[src/rtl/piano_keyboard_renderer_if.sv]
// Pixel/key bus between the coordinate generator, the synthesizer key mask
// and the keyboard renderer. The master drives pixels and key state; the
// slave returns the rendered colour two cycles later.
interface piano_keyboard_renderer_if #(
  parameter int OCTAVES = 2,
  parameter int X_W     = 8,
  parameter int Y_W     = 7
);
  localparam int KEYS  = 12 * OCTAVES;
  localparam int IDX_W = $clog2(KEYS);

  logic             frame_start;
  logic [KEYS-1:0]  keys_on;
  logic             pix_valid;
  logic [X_W-1:0]   x;
  logic [Y_W-1:0]   y;
  logic             pix_valid_out;
  logic [2:0]       color;
  logic             key_hit;
  logic [IDX_W-1:0] key_idx;

  modport master (
    output frame_start, keys_on, pix_valid, x, y,
    input  pix_valid_out, color, key_hit, key_idx
  );

  modport slave (
    input  frame_start, keys_on, pix_valid, x, y,
    output pix_valid_out, color, key_hit, key_idx
  );
endinterface

[src/rtl/piano_keyboard_renderer.sv]
// Two-stage pixel renderer for an on-screen piano keyboard. Stage 1 maps a
// pixel coordinate to a key (or background); stage 2 colours it from a
// per-frame snapshot of the key mask and per-key release-tail counters.
module piano_keyboard_renderer #(
  parameter int OCTAVES     = 2,
  parameter int WHITE_W     = 11,
  parameter int BLACK_HALF  = 4,
  parameter int BLACK_TOP   = 39,
  parameter int HOLD_FRAMES = 8,
  parameter int X_W         = 8,
  parameter int Y_W         = 7
) (
  input logic                       clk,
  input logic                       rst_n,
  piano_keyboard_renderer_if.slave  bus
);
  localparam int KEYS  = 12 * OCTAVES;
  localparam int IDX_W = $clog2(KEYS);
  localparam int PITCH = 7 * WHITE_W;
  localparam int SPAN  = PITCH * OCTAVES;
  localparam int TW    = (HOLD_FRAMES < 1) ? 1 : $clog2(HOLD_FRAMES + 1);

  // Whites followed by a black key: C, D, F, G, A (no black after E or B).
  localparam logic [6:0] BLACK_MASK = 7'b0111011;

  localparam logic [2:0] COL_RED        = 3'h4;
  localparam logic [2:0] COL_TAIL_WHITE = 3'h5;
  localparam logic [2:0] COL_TAIL_BLACK = 3'h1;
  localparam logic [2:0] COL_WHITE      = 3'h7;
  localparam logic [2:0] COL_BLACK      = 3'h0;

  // Semitone offset of white key w inside its octave.
  function automatic logic [31:0] white_semi(input logic [31:0] w);
    case (w)
      32'd0:   white_semi = 32'd0;
      32'd1:   white_semi = 32'd2;
      32'd2:   white_semi = 32'd4;
      32'd3:   white_semi = 32'd5;
      32'd4:   white_semi = 32'd7;
      32'd5:   white_semi = 32'd9;
      default: white_semi = 32'd11;
    endcase
  endfunction

  // Tail counter update: reload while sounding, otherwise count down and
  // stick at zero.
  function automatic logic [TW-1:0] tail_next(input logic [TW-1:0] cur,
                                              input logic on);
    if (on)
      tail_next = TW'(HOLD_FRAMES);
    else if (cur != '0)
      tail_next = cur - 1'b1;
    else
      tail_next = '0;
  endfunction

  logic [X_W-1:0]   x_s;
  logic [Y_W-1:0]   y_s;
  logic [31:0]      xi, yi, oct, xo, wi, ci, blk_w, semi, key_c;
  logic             blk_found, hit_c, blk_c;
  logic [IDX_W-1:0] idx_c;

  logic             vld_p1, hit_p1, blk_p1;
  logic [IDX_W-1:0] idx_p1;
  logic [2:0]       col_c;

  logic [KEYS-1:0]  snap;
  logic [TW-1:0]    tail [KEYS];

  assign x_s = bus.x;
  assign y_s = bus.y;

  // Stage 0 -> 1: coordinate to key geometry.
  always_comb begin
    xi        = 32'(x_s);
    yi        = 32'(y_s);
    oct       = xi / PITCH;
    xo        = xi % PITCH;
    wi        = xo / WHITE_W;
    ci        = xo % WHITE_W;
    blk_found = 1'b0;
    blk_w     = '0;
    for (int i = 0; i < 7; i++) begin
      if (BLACK_MASK[i] && (xo + BLACK_HALF >= (i + 1) * WHITE_W) &&
          (xo < (i + 1) * WHITE_W + BLACK_HALF)) begin
        blk_found = 1'b1;
        blk_w     = 32'(i);
      end
    end
    hit_c = 1'b0;
    blk_c = 1'b0;
    semi  = '0;
    if (xi < SPAN) begin
      if ((yi <= BLACK_TOP) && blk_found) begin
        hit_c = 1'b1;
        blk_c = 1'b1;
        semi  = white_semi(blk_w) + 32'd1;
      end else if (ci != WHITE_W - 1) begin
        hit_c = 1'b1;
        semi  = white_semi(wi);
      end
    end
    key_c = 12 * oct + semi;
    idx_c = hit_c ? IDX_W'(key_c) : '0;
  end

  // Stage 1 register: valid is reset, geometry data just follows.
  always_ff @(posedge clk) begin
    if (!rst_n) vld_p1 <= 1'b0;
    else        vld_p1 <= bus.pix_valid;
    hit_p1 <= hit_c;
    blk_p1 <= blk_c;
    idx_p1 <= idx_c;
  end

  // Key snapshot and release tails, advanced once per frame_start.
  always_ff @(posedge clk) begin
    if (!rst_n) begin
      snap <= '0;
      for (int k = 0; k < KEYS; k++) tail[k] <= '0;
    end else if (bus.frame_start) begin
      snap <= bus.keys_on;
      for (int k = 0; k < KEYS; k++) tail[k] <= tail_next(tail[k], bus.keys_on[k]);
    end
  end

  // Stage 1 -> 2: colour from the key state as it stands after any update
  // made in the cycle the pixel entered.
  always_comb begin
    col_c = COL_BLACK;
    if (hit_p1) begin
      if (snap[idx_p1])
        col_c = COL_RED;
      else if (tail[idx_p1] != '0)
        col_c = blk_p1 ? COL_TAIL_BLACK : COL_TAIL_WHITE;
      else
        col_c = blk_p1 ? COL_BLACK : COL_WHITE;
    end
  end

  // Stage 2 register: outputs, zeroed whenever no pixel is presented.
  always_ff @(posedge clk) begin
    if (!rst_n) begin
      bus.pix_valid_out <= 1'b0;
      bus.color         <= 3'h0;
      bus.key_hit       <= 1'b0;
      bus.key_idx       <= '0;
    end else begin
      bus.pix_valid_out <= vld_p1;
      bus.color         <= vld_p1 ? col_c : 3'h0;
      bus.key_hit       <= vld_p1 && hit_p1;
      bus.key_idx       <= (vld_p1 && hit_p1) ? idx_p1 : '0;
    end
  end
endmodule

[src/flat_wrapper.sv]
// flat-port wrapper written by rule: the top's interface ports become plain ports
module piano_keyboard_renderer_flat 
#(
  parameter int OCTAVES     = 2,
  parameter int WHITE_W     = 11,
  parameter int BLACK_HALF  = 4,
  parameter int BLACK_TOP   = 39,
  parameter int HOLD_FRAMES = 8,
  parameter int X_W         = 8,
  parameter int Y_W         = 7
)
  (clk, rst_n, bus_frame_start, bus_keys_on, bus_pix_valid, bus_x, bus_y, bus_pix_valid_out, bus_color, bus_key_hit, bus_key_idx);
  piano_keyboard_renderer_if #(.OCTAVES(OCTAVES), .X_W(X_W), .Y_W(Y_W)) bus_i ();
  input logic clk;
  input logic rst_n;
  input wire logic [$bits(bus_i.frame_start)-1:0] bus_frame_start;
  input wire logic [$bits(bus_i.keys_on)-1:0] bus_keys_on;
  input wire logic [$bits(bus_i.pix_valid)-1:0] bus_pix_valid;
  input wire logic [$bits(bus_i.x)-1:0] bus_x;
  input wire logic [$bits(bus_i.y)-1:0] bus_y;
  output wire logic [$bits(bus_i.pix_valid_out)-1:0] bus_pix_valid_out;
  output wire logic [$bits(bus_i.color)-1:0] bus_color;
  output wire logic [$bits(bus_i.key_hit)-1:0] bus_key_hit;
  output wire logic [$bits(bus_i.key_idx)-1:0] bus_key_idx;
  assign bus_i.frame_start = bus_frame_start;
  assign bus_i.keys_on = bus_keys_on;
  assign bus_i.pix_valid = bus_pix_valid;
  assign bus_i.x = bus_x;
  assign bus_i.y = bus_y;
  assign bus_pix_valid_out = bus_i.pix_valid_out;
  assign bus_color = bus_i.color;
  assign bus_key_hit = bus_i.key_hit;
  assign bus_key_idx = bus_i.key_idx;
  piano_keyboard_renderer #(.OCTAVES(OCTAVES), .WHITE_W(WHITE_W), .BLACK_HALF(BLACK_HALF), .BLACK_TOP(BLACK_TOP), .HOLD_FRAMES(HOLD_FRAMES), .X_W(X_W), .Y_W(Y_W)) u_core (.clk(clk), .rst_n(rst_n), .bus(bus_i));
endmodule
[config.mk]
export PLATFORM = sky130hd
export DESIGN_NAME = piano_keyboard_renderer_flat
export DESIGN_NICKNAME = d
export VERILOG_FILES = /design/src/rtl/piano_keyboard_renderer_if.sv /design/src/rtl/piano_keyboard_renderer.sv /design/src/flat_wrapper.sv
export SDC_FILE = /design/constraint.sdc
export NUM_CORES = 1
export LEC_CHECK = 0
export BUFFER_PORTS_ARGS = -buffer_cell sky130_fd_sc_hd__buf_2
export CAP_MARGIN = 0
export CELL_PAD_IN_SITES_DETAIL_PLACEMENT = 0
export CELL_PAD_IN_SITES_GLOBAL_PLACEMENT = 2
export CORE_MARGIN = 2
export CORE_UTILIZATION = 30
export CTS_BUF_LIST = sky130_fd_sc_hd__clkbuf_8
export CTS_CLUSTER_SIZE = 40
export DETAILED_ROUTE_END_ITERATION = 7
export PLACE_DENSITY = 0.69
export SLEW_MARGIN = 20
export SYNTH_ARGS = -nofsm -noshare
export SYNTH_HDL_FRONTEND = slang
export SYNTH_SLANG_ARGS = --single-unit
[constraint.sdc]
create_clock -name clk -period 11.5 [get_ports clk]
set_input_delay 1.725 -clock clk [delete_from_list [all_inputs] [get_ports clk]]
set_output_delay 1.725 -clock clk [all_outputs]
set_load 0.01 [all_outputs]
## Word level (Yosys, flattened, before mapping)

Memory sizes are Yosys's and may differ from the RTL's. A register that Yosys moved wholly into a read port is not among the register bits.
Index checks and enable logic that the tools add are counted.

- Register bits after elaboration: 42
- Latch bits: 0
- Memory bits (writable): 96
- Bits in read-only memories: 0
- Input port bits: 43
- Output and inout bits: 10
- Memories kept: 1

- Add/sub/neg operators: 27
- Multipliers: 1
- Divide/modulo/power cells: 4
- $lt $le $gt $ge: 13
- Equality and inequality tests: 11
- Shift-type cells: 0
- Mux-type cells: 151
- Bitwise operators: 27
- Reductions and logical operators: 37

Memory list:

| name | words | width | read ports | clocked after memory_dff | wr ports | line | RTL |
|---|---|---|---|---|---|---|---|
| u_core.tail | 24 | 4 | 25 | 1 | 24 | piano_keyboard_renderer.sv:68 | `logic [TW-1:0] tail [KEYS];` |

Operators by type and width:

| operator | count |
|---|---|
| 4-bit two-way mux | 121 |
| 32-bit by 2-bit equality test with 1-bit output, second input constant | 4 |
| 32-bit by 3-bit equality test with 1-bit output, second input constant | 4 |
| 4-bit nonzero test | 25 |
| 32-bit two-way mux | 3 |
| 4-bit by 1-bit subtractor with 4-bit output, second input constant | 24 |
| 32-bit by 1-bit equality test with 1-bit output, second input constant | 2 |
| 32-bit by 6-bit greater-or-equal comparator with 1-bit output, second input constant | 2 |
| 32-bit logical NOT | 2 |
| 32-bit by 6-bit < comparator with 1-bit output, second input constant | 2 |
| 4-bit case mux with 6 select lines | 2 |
| 32-bit by 3-bit adder with 32-bit output, second input constant | 1 |
| 32-bit by 4-bit divider with 32-bit output, second input constant | 1 |
| 8-bit by 7-bit divider with 32-bit output, second input constant | 1 |
| 32-bit by 4-bit greater-or-equal comparator with 1-bit output, second input constant | 1 |
| 32-bit by 5-bit greater-or-equal comparator with 1-bit output, second input constant | 1 |
| 32-bit by 7-bit greater-or-equal comparator with 1-bit output, second input constant | 1 |
| 32-bit by 4-bit < comparator with 1-bit output, second input constant | 1 |
| 32-bit by 5-bit < comparator with 1-bit output, second input constant | 1 |
| 32-bit by 7-bit < comparator with 1-bit output, second input constant | 1 |
| 32-bit by 4-bit modulo with 32-bit output, second input constant | 1 |
| 8-bit by 7-bit modulo with 32-bit output, second input constant | 1 |
| 2-bit by 32-bit multiplier with 3-bit output, first input constant | 1 |
| 32-bit by 4-bit != test with 1-bit output, second input constant | 1 |
| 15 further kinds | 67 |

## Logic depth before layout (Yosys ltp)

- Depth after elaboration: 17
- Depth in mapped cells: 47
- Depth with buffers taken out: 42

## Worst setup path after synthesis

No wires, ideal clock.

- Path kind: input to register
- From: input bus_x[2]
- To: register u_core.idx_p1[4]
- Arrival time: 11.244 ns
- Data required time: 11.367 ns
- Slack: 0.122 ns
- Stages: 42
- Buffers on the path: 3
- Path through: buf_2 -> inv_1 -> ha_1 -> o211ai_1 -> o211a_4 -> nand2b_1 -> a21oi_1 -> ha_1 -> or2_2 -> o41ai_1 -> o31ai_1 -> a31oi_2 -> nor3_2 -> o31a_1 -> o21ai_2 -> nand3_2 -> o311a_1 -> or4b_4 -> (+6 left out) -> nor3_1 -> a211oi_2 -> and3_1 -> buf_2 -> ha_1 -> a31o_2 -> nor2_1 -> xnor2_1 -> ha_1 -> nor4_1 -> o41ai_1 -> or2_2 -> a211oi_2 -> a211oi_1 -> ha_1 -> fa_1 -> xnor2_1 -> nor3_1

- Longest elaborated chain between the ends: 16
- Elaborated cells on any way between the ends: 57
- Those cells by class: add/sub: 3; mul: 1; div: 4; order compare: 11; eq/ne: 11; mux: 19; reduce/logical: 8

Ends and longest elaborated chain:

| element | line | RTL |
|---|---|---|
| start: declaration | flat_wrapper.sv:19 | `input wire logic [$bits(bus_i.x)-1:0] bus_x;` |
| parallel branches: the longest is 16 deep, another holds 8-bit by 7-bit modulo with 32-bit output | -- |  |
| end signal: assignment | piano_keyboard_renderer.sv:113 | `idx_p1 <= idx_c;` |
| end: declaration | piano_keyboard_renderer.sv:64 | `logic [IDX_W-1:0] idx_p1;` |

Parallel ways; which one is timed is not known. The select of a mux whose other input is x is not followed.
A chain may end at the register's enable or synchronous reset.

## Final worst setup path

- From: input bus_x[0]
- To: register u_core.idx_p1[4]

Same word-level chain as after synthesis.

==> impl_metrics.xml <==
<?xml version="1.0" encoding="UTF-8"?>
<metrics>
  <group name="worst_setup_path">
    <metric name="crit_path_capture_type" unit="">flip-flop</metric>
    <metric name="crit_path_max_fanout" unit="">6</metric>
    <metric name="cp_slowest_cell" unit="">sky130_fd_sc_hd__or4b_4</metric>
    <metric name="cp_slowest_stage_delay" unit="ps">560</metric>
    <metric name="critical_path.most_common_cell" unit="">sky130_fd_sc_hd__ha_1</metric>
    <metric name="reg2reg_setup_slack" unit="ps">8780</metric>
    <metric name="timing.critical_path.from_type" unit="">input port</metric>
    <metric name="timing.rr.end" unit="">u_core.bus.color[1]</metric>
    <metric name="reg2reg_depth" unit="">5</metric>
    <metric name="criticalPathCategory" unit="">input port to flip-flop</metric>
    <metric name="crit_arrival" unit="ps">11310</metric>
    <metric name="r2r_start" unit="">u_core.idx_p1[0]</metric>
    <metric name="worst_ep_required_time" unit="ps">11850</metric>
  </group>
  <group name="placement">
    <metric name="place.gp.congestion" unit="">0.7968</metric>
    <metric name="placedCellCount" unit="">1687</metric>
    <metric name="portbufs" unit="">49</metric>
    <metric name="dp.final_hpwl" unit="µm">20300</metric>
  </group>
  <group name="cts">
    <metric name="h_tree_lvl_count" unit="">4</metric>
    <metric name="cts_hold_repair.buffers" unit="">0</metric>
    <metric name="worst_setup_hold_path_clk_slew" unit="ps">80</metric>
    <metric name="cts.root.buffer_cell" unit="">sky130_fd_sc_hd__clkbuf_8</metric>
    <metric name="tritoncts.num_buffers" unit="">17</metric>
    <metric name="clk_latency" unit="ps">450</metric>
    <metric name="cts_tree" unit="">yes</metric>
    <metric name="cts_sinks" unit="">138</metric>
    <metric name="ctsLongestPathBuffers" unit="">2</metric>
  </group>
  <group name="global_routing">
    <metric name="grt_first_pass_wirelength" unit="µm">45710</metric>
    <metric name="vias_in_the_first_global_route" unit="">8952</metric>
    <metric name="global_route.overflow_total" unit="">0</metric>
    <metric name="grt_start_max_net_pins" unit="">64</metric>
    <metric name="groute.usage.overall" unit="">0.1543</metric>
    <metric name="number_of_antenna_violations_at_the_first_check_in_global_routing" unit="">0</metric>
  </group>
  <group name="synth">
    <metric name="synthesis.nets" unit="">1260</metric>
    <metric name="yosys.area_share.adder" unit="">0.04992</metric>
    <metric name="synth_compound_area_frac" unit="">0.2170</metric>
    <metric name="ys_async_sr_fraction" unit="">0</metric>
    <metric name="post_synth.cell_area_avg" unit="µm²">8.817</metric>
    <metric name="synth_flop_cell" unit="">sky130_fd_sc_hd__edfxtp_1</metric>
    <metric name="yosysWarningCount" unit="">0</metric>
    <metric name="synth_area" unit="µm²">10380</metric>
    <metric name="post_synthesis_instance_total" unit="">1177</metric>
    <metric name="synth_mux_area_frac" unit="">0.05884</metric>
    <metric name="synth.distinct_cells" unit="">104</metric>
    <metric name="synth_edf_count" unit="">96</metric>
    <metric name="synth_top_family_by_area" unit="">simple AND/OR/NAND/NOR gates</metric>
    <metric name="synth_xor_area_frac" unit="">0.01266</metric>
    <metric name="synth.yosys.seq_area_share" unit="">0.3588</metric>
    <metric name="ys_ff_latch" unit="">138</metric>
    <metric name="synth-simple-area-share" unit="">0.2534</metric>
  </group>
  <group name="detailed_routing">
    <metric name="drcViolationCount" unit="">0</metric>
    <metric name="wirelength" unit="µm">27490</metric>
    <metric name="antenna_violating_nets_post_route" unit="">0</metric>
    <metric name="avgRoutedWirePerCell" unit="µm">15.98</metric>
    <metric name="post_drt_via_cell_ratio" unit="">5.230</metric>
    <metric name="drt_first_pass_iters" unit="">5</metric>
    <metric name="route.vias.total" unit="">8995</metric>
    <metric name="initial_detailed_routing_violation_count" unit="">521</metric>
  </group>
  <group name="power_and_ir_drop">
    <metric name="leakage_power_summed_over_all_cells" unit="nW">4.639</metric>
    <metric name="vdd.ir_drop.worst" unit="µV">135.6</metric>
    <metric name="power-per-cell-area" unit="nW/µm²">231.3</metric>
  </group>
  <group name="sta">
    <metric name="max_slew.worst_pin.slew" unit="ps">913.2</metric>
    <metric name="post-route-period-util" unit="">0.9524</metric>
    <metric name="timing.final.hold_violations" unit="">0</metric>
    <metric name="rsz0062_at_grt" unit="">no</metric>
    <metric name="whs" unit="ps">472.3</metric>
    <metric name="final-setup-viol-count" unit="">0</metric>
    <metric name="finalClockSkew" unit="ps">12.17</metric>
    <metric name="post-route-min-period" unit="ps">10950</metric>
    <metric name="max_clock_freq" unit="MHz">91.30</metric>
    <metric name="worst_relative_slew_slack" unit="">0.3738</metric>
    <metric name="timing.setup.tns" unit="ps">0</metric>
    <metric name="timing.final.max_slew_violations" unit="">0</metric>
  </group>
  <group name="die">
    <metric name="initial_core_util" unit="">0.3027</metric>
    <metric name="chipHeight" unit="µm">190.0</metric>
    <metric name="number_of_top_level_design_ports" unit="">53</metric>
    <metric name="total_die_area" unit="µm²">36090</metric>
    <metric name="core-area" unit="µm²">34290</metric>
    <metric name="chipWidth" unit="µm">190.0</metric>
    <metric name="rows" unit="">68</metric>
  </group>
  <group name="flow_run">
    <metric name="cap_viol_max_count" unit="">0</metric>
  </group>
  <group name="hold_path">
    <metric name="worstHoldPathType" unit="">flip-flop to flip-flop</metric>
    <metric name="worst_hold_path.endpoint" unit="">u_core.bus.pix_valid_out</metric>
    <metric name="hold_path_startpoint" unit="">u_core.vld_p1</metric>
    <metric name="cell_depth_of_the_worst_hold_path" unit="">1</metric>
  </group>
  <group name="cells_and_area">
    <metric name="layout-area-overhead-vs-synth" unit="%">14.03</metric>
    <metric name="num-nets-final" unit="">1335</metric>
    <metric name="layoutNonFillerInstCount" unit="">1720</metric>
    <metric name="drive_gt1_frac" unit="">0.1526</metric>
    <metric name="antennaDiodeCount" unit="">0</metric>
  </group>
  <group name="status">
    <metric name="status" unit="">completed</metric>
  </group>
</metrics>
-- Yosys cell counts (10+ instances only) --
cell                       count  area [µm²]
sky130_fd_sc_hd__and2_1       16       100.1
sky130_fd_sc_hd__o211ai_1     10       75.07
sky130_fd_sc_hd__nand3b_1     16       120.1
sky130_fd_sc_hd__or3_1        34       212.7
sky130_fd_sc_hd__edfxtp_1     96        2883
sky130_fd_sc_hd__nand4_1      11       68.82
sky130_fd_sc_hd__dfxtp_1      42       840.8
sky130_fd_sc_hd__nand2_1      54       202.7
sky130_fd_sc_hd__a211oi_1     44       330.3
sky130_fd_sc_hd__and3_1       13       81.33
sky130_fd_sc_hd__nor2b_1      21       131.4
sky130_fd_sc_hd__a211o_1      13       113.9
sky130_fd_sc_hd__nor3b_1      15       112.6
sky130_fd_sc_hd__nand3_1      36       180.2
sky130_fd_sc_hd__inv_1        81       304.0
sky130_fd_sc_hd__ha_1         39       488.0
sky130_fd_sc_hd__nand2b_1     23       143.9
sky130_fd_sc_hd__mux2i_1      37       370.4
sky130_fd_sc_hd__a31oi_1      11       68.82
sky130_fd_sc_hd__o21ai_0      19       95.09
sky130_fd_sc_hd__clkbuf_1     34       127.6
sky130_fd_sc_hd__nor2_1      170       638.1
sky130_fd_sc_hd__a21oi_1      64       320.3
sky130_fd_sc_hd__xnor2_1      12       105.1
sky130_fd_sc_hd__nor3_1       67       335.3
-- critical path: cells and delay by family --
family	cells	cell delay (ps)
compound gates	18	4360
xor+xnor	2	300
fa+ha+maj	4	1200
buf+inv	2	310
mux	1	380
simple gates	11	3000
-- stage by stage --
step | instance area, µm² | util | power [mW] | setup WS (ps)
global placement | 11390 | 0.3321 | 2.325 | 96.14
finish | 11830 | 0.3451 | 2.737 | 547.0
CTS | 11800 | 0.3441 | 2.746 | 508.7
global route | 11830 | 0.3451 | 2.965 | 13.74
detailed placement | 11390 | 0.3321 | 2.321 | 39.28
floorplan | 10380 | - | 1.886 | 122.4
-- where the power goes --
group	internal (mW)	switching (mW)	total (mW)
Combinational	0.717	0.978	1.69
Sequential	0.581	0.0512	0.632
Clock	0.214	0.197	0.411
Total	1.51	1.23	2.74
-- per-layer routing --
metal	up-vias	global-route usage	wire length, µm
li1	4566	-	-
met1	4293	0.2055	13460
met2	114	0.2647	13010
met3	22	0.02048	734
met4	0	0.03667	288
met5	-	0	0
-- cells in the final DEF (no fill, tap or decap), drive strengths merged, types with 12 or more instances in the layout --
cell type	n
a211o	13
inv	84
a21oi	64
nand2b	23
nand2	55
xnor2	12
ha	39
nand3b	16
nor3b	16
mux2i	37
nand3	38
o21ai	28
a211oi	48
edfxtp	96
nor2b	21
a31oi	13
and2	17
nor3	69
nor2	173
or3	34
and3	13
buf	102
dfxtp	42
clkbuf	17
-- logic make-up after synthesis --
family | after synthesis
buffers and inverters | 128
flip-flops | 138
AND/OR/NAND/NOR | 514
multiplexers | 49
adder cells (fa/ha/maj) | 41
AO/OA/AOI/OAI | 292
XOR/XNOR | 15
-- flip-flops by register name (all words and copies together), names as in the netlist, 3 cells and up --
register / cells
u_core.snap: 24
u_core.idx_p1: 5
u_core.bus.key_idx: 5
u_core.bus.color: 3
u_core.tail: 96
-- final cells by class --
| class | instances | area [µm²] |
|---|---|---|
| Clock buffer | 17 | 234.0 |
| Clock inverter | 15 | 175.2 |
| Fill cell | 3568 | 22450 |
| Inverter | 82 | 307.8 |
| Multi-Input combinational cell | 911 | 6181 |
| Sequential cell | 138 | 3724 |
| Tap cell | 455 | 569.3 |
| Timing Repair Buffer | 102 | 643.1 |
-- timing repair --
action,4_1_cts,5_1_grt
setup endpoints to repair,0,2
resized for setup,0,5
setup buffers,0,1
-- worst max-delay path by stage --
stage / start / to / slack, ps / depth (start not counted)
final: bus_x[0] / u_core.idx_p1[4] / 550 / 38
after CTS: bus_x[0] / u_core.idx_p1[4] / 510 / 37
after global placement: bus_x[0] / u_core.idx_p1[3] / 100 / 36
after global routing: bus_x[2] / u_core.idx_p1[4] / 10 / 41
after detailed placement: bus_x[0] / u_core.idx_p1[4] / 40 / 37
after floorplan: bus_x[2] / u_core.idx_p1[4] / 120 / 42
(Power assumes the default switching activity.)
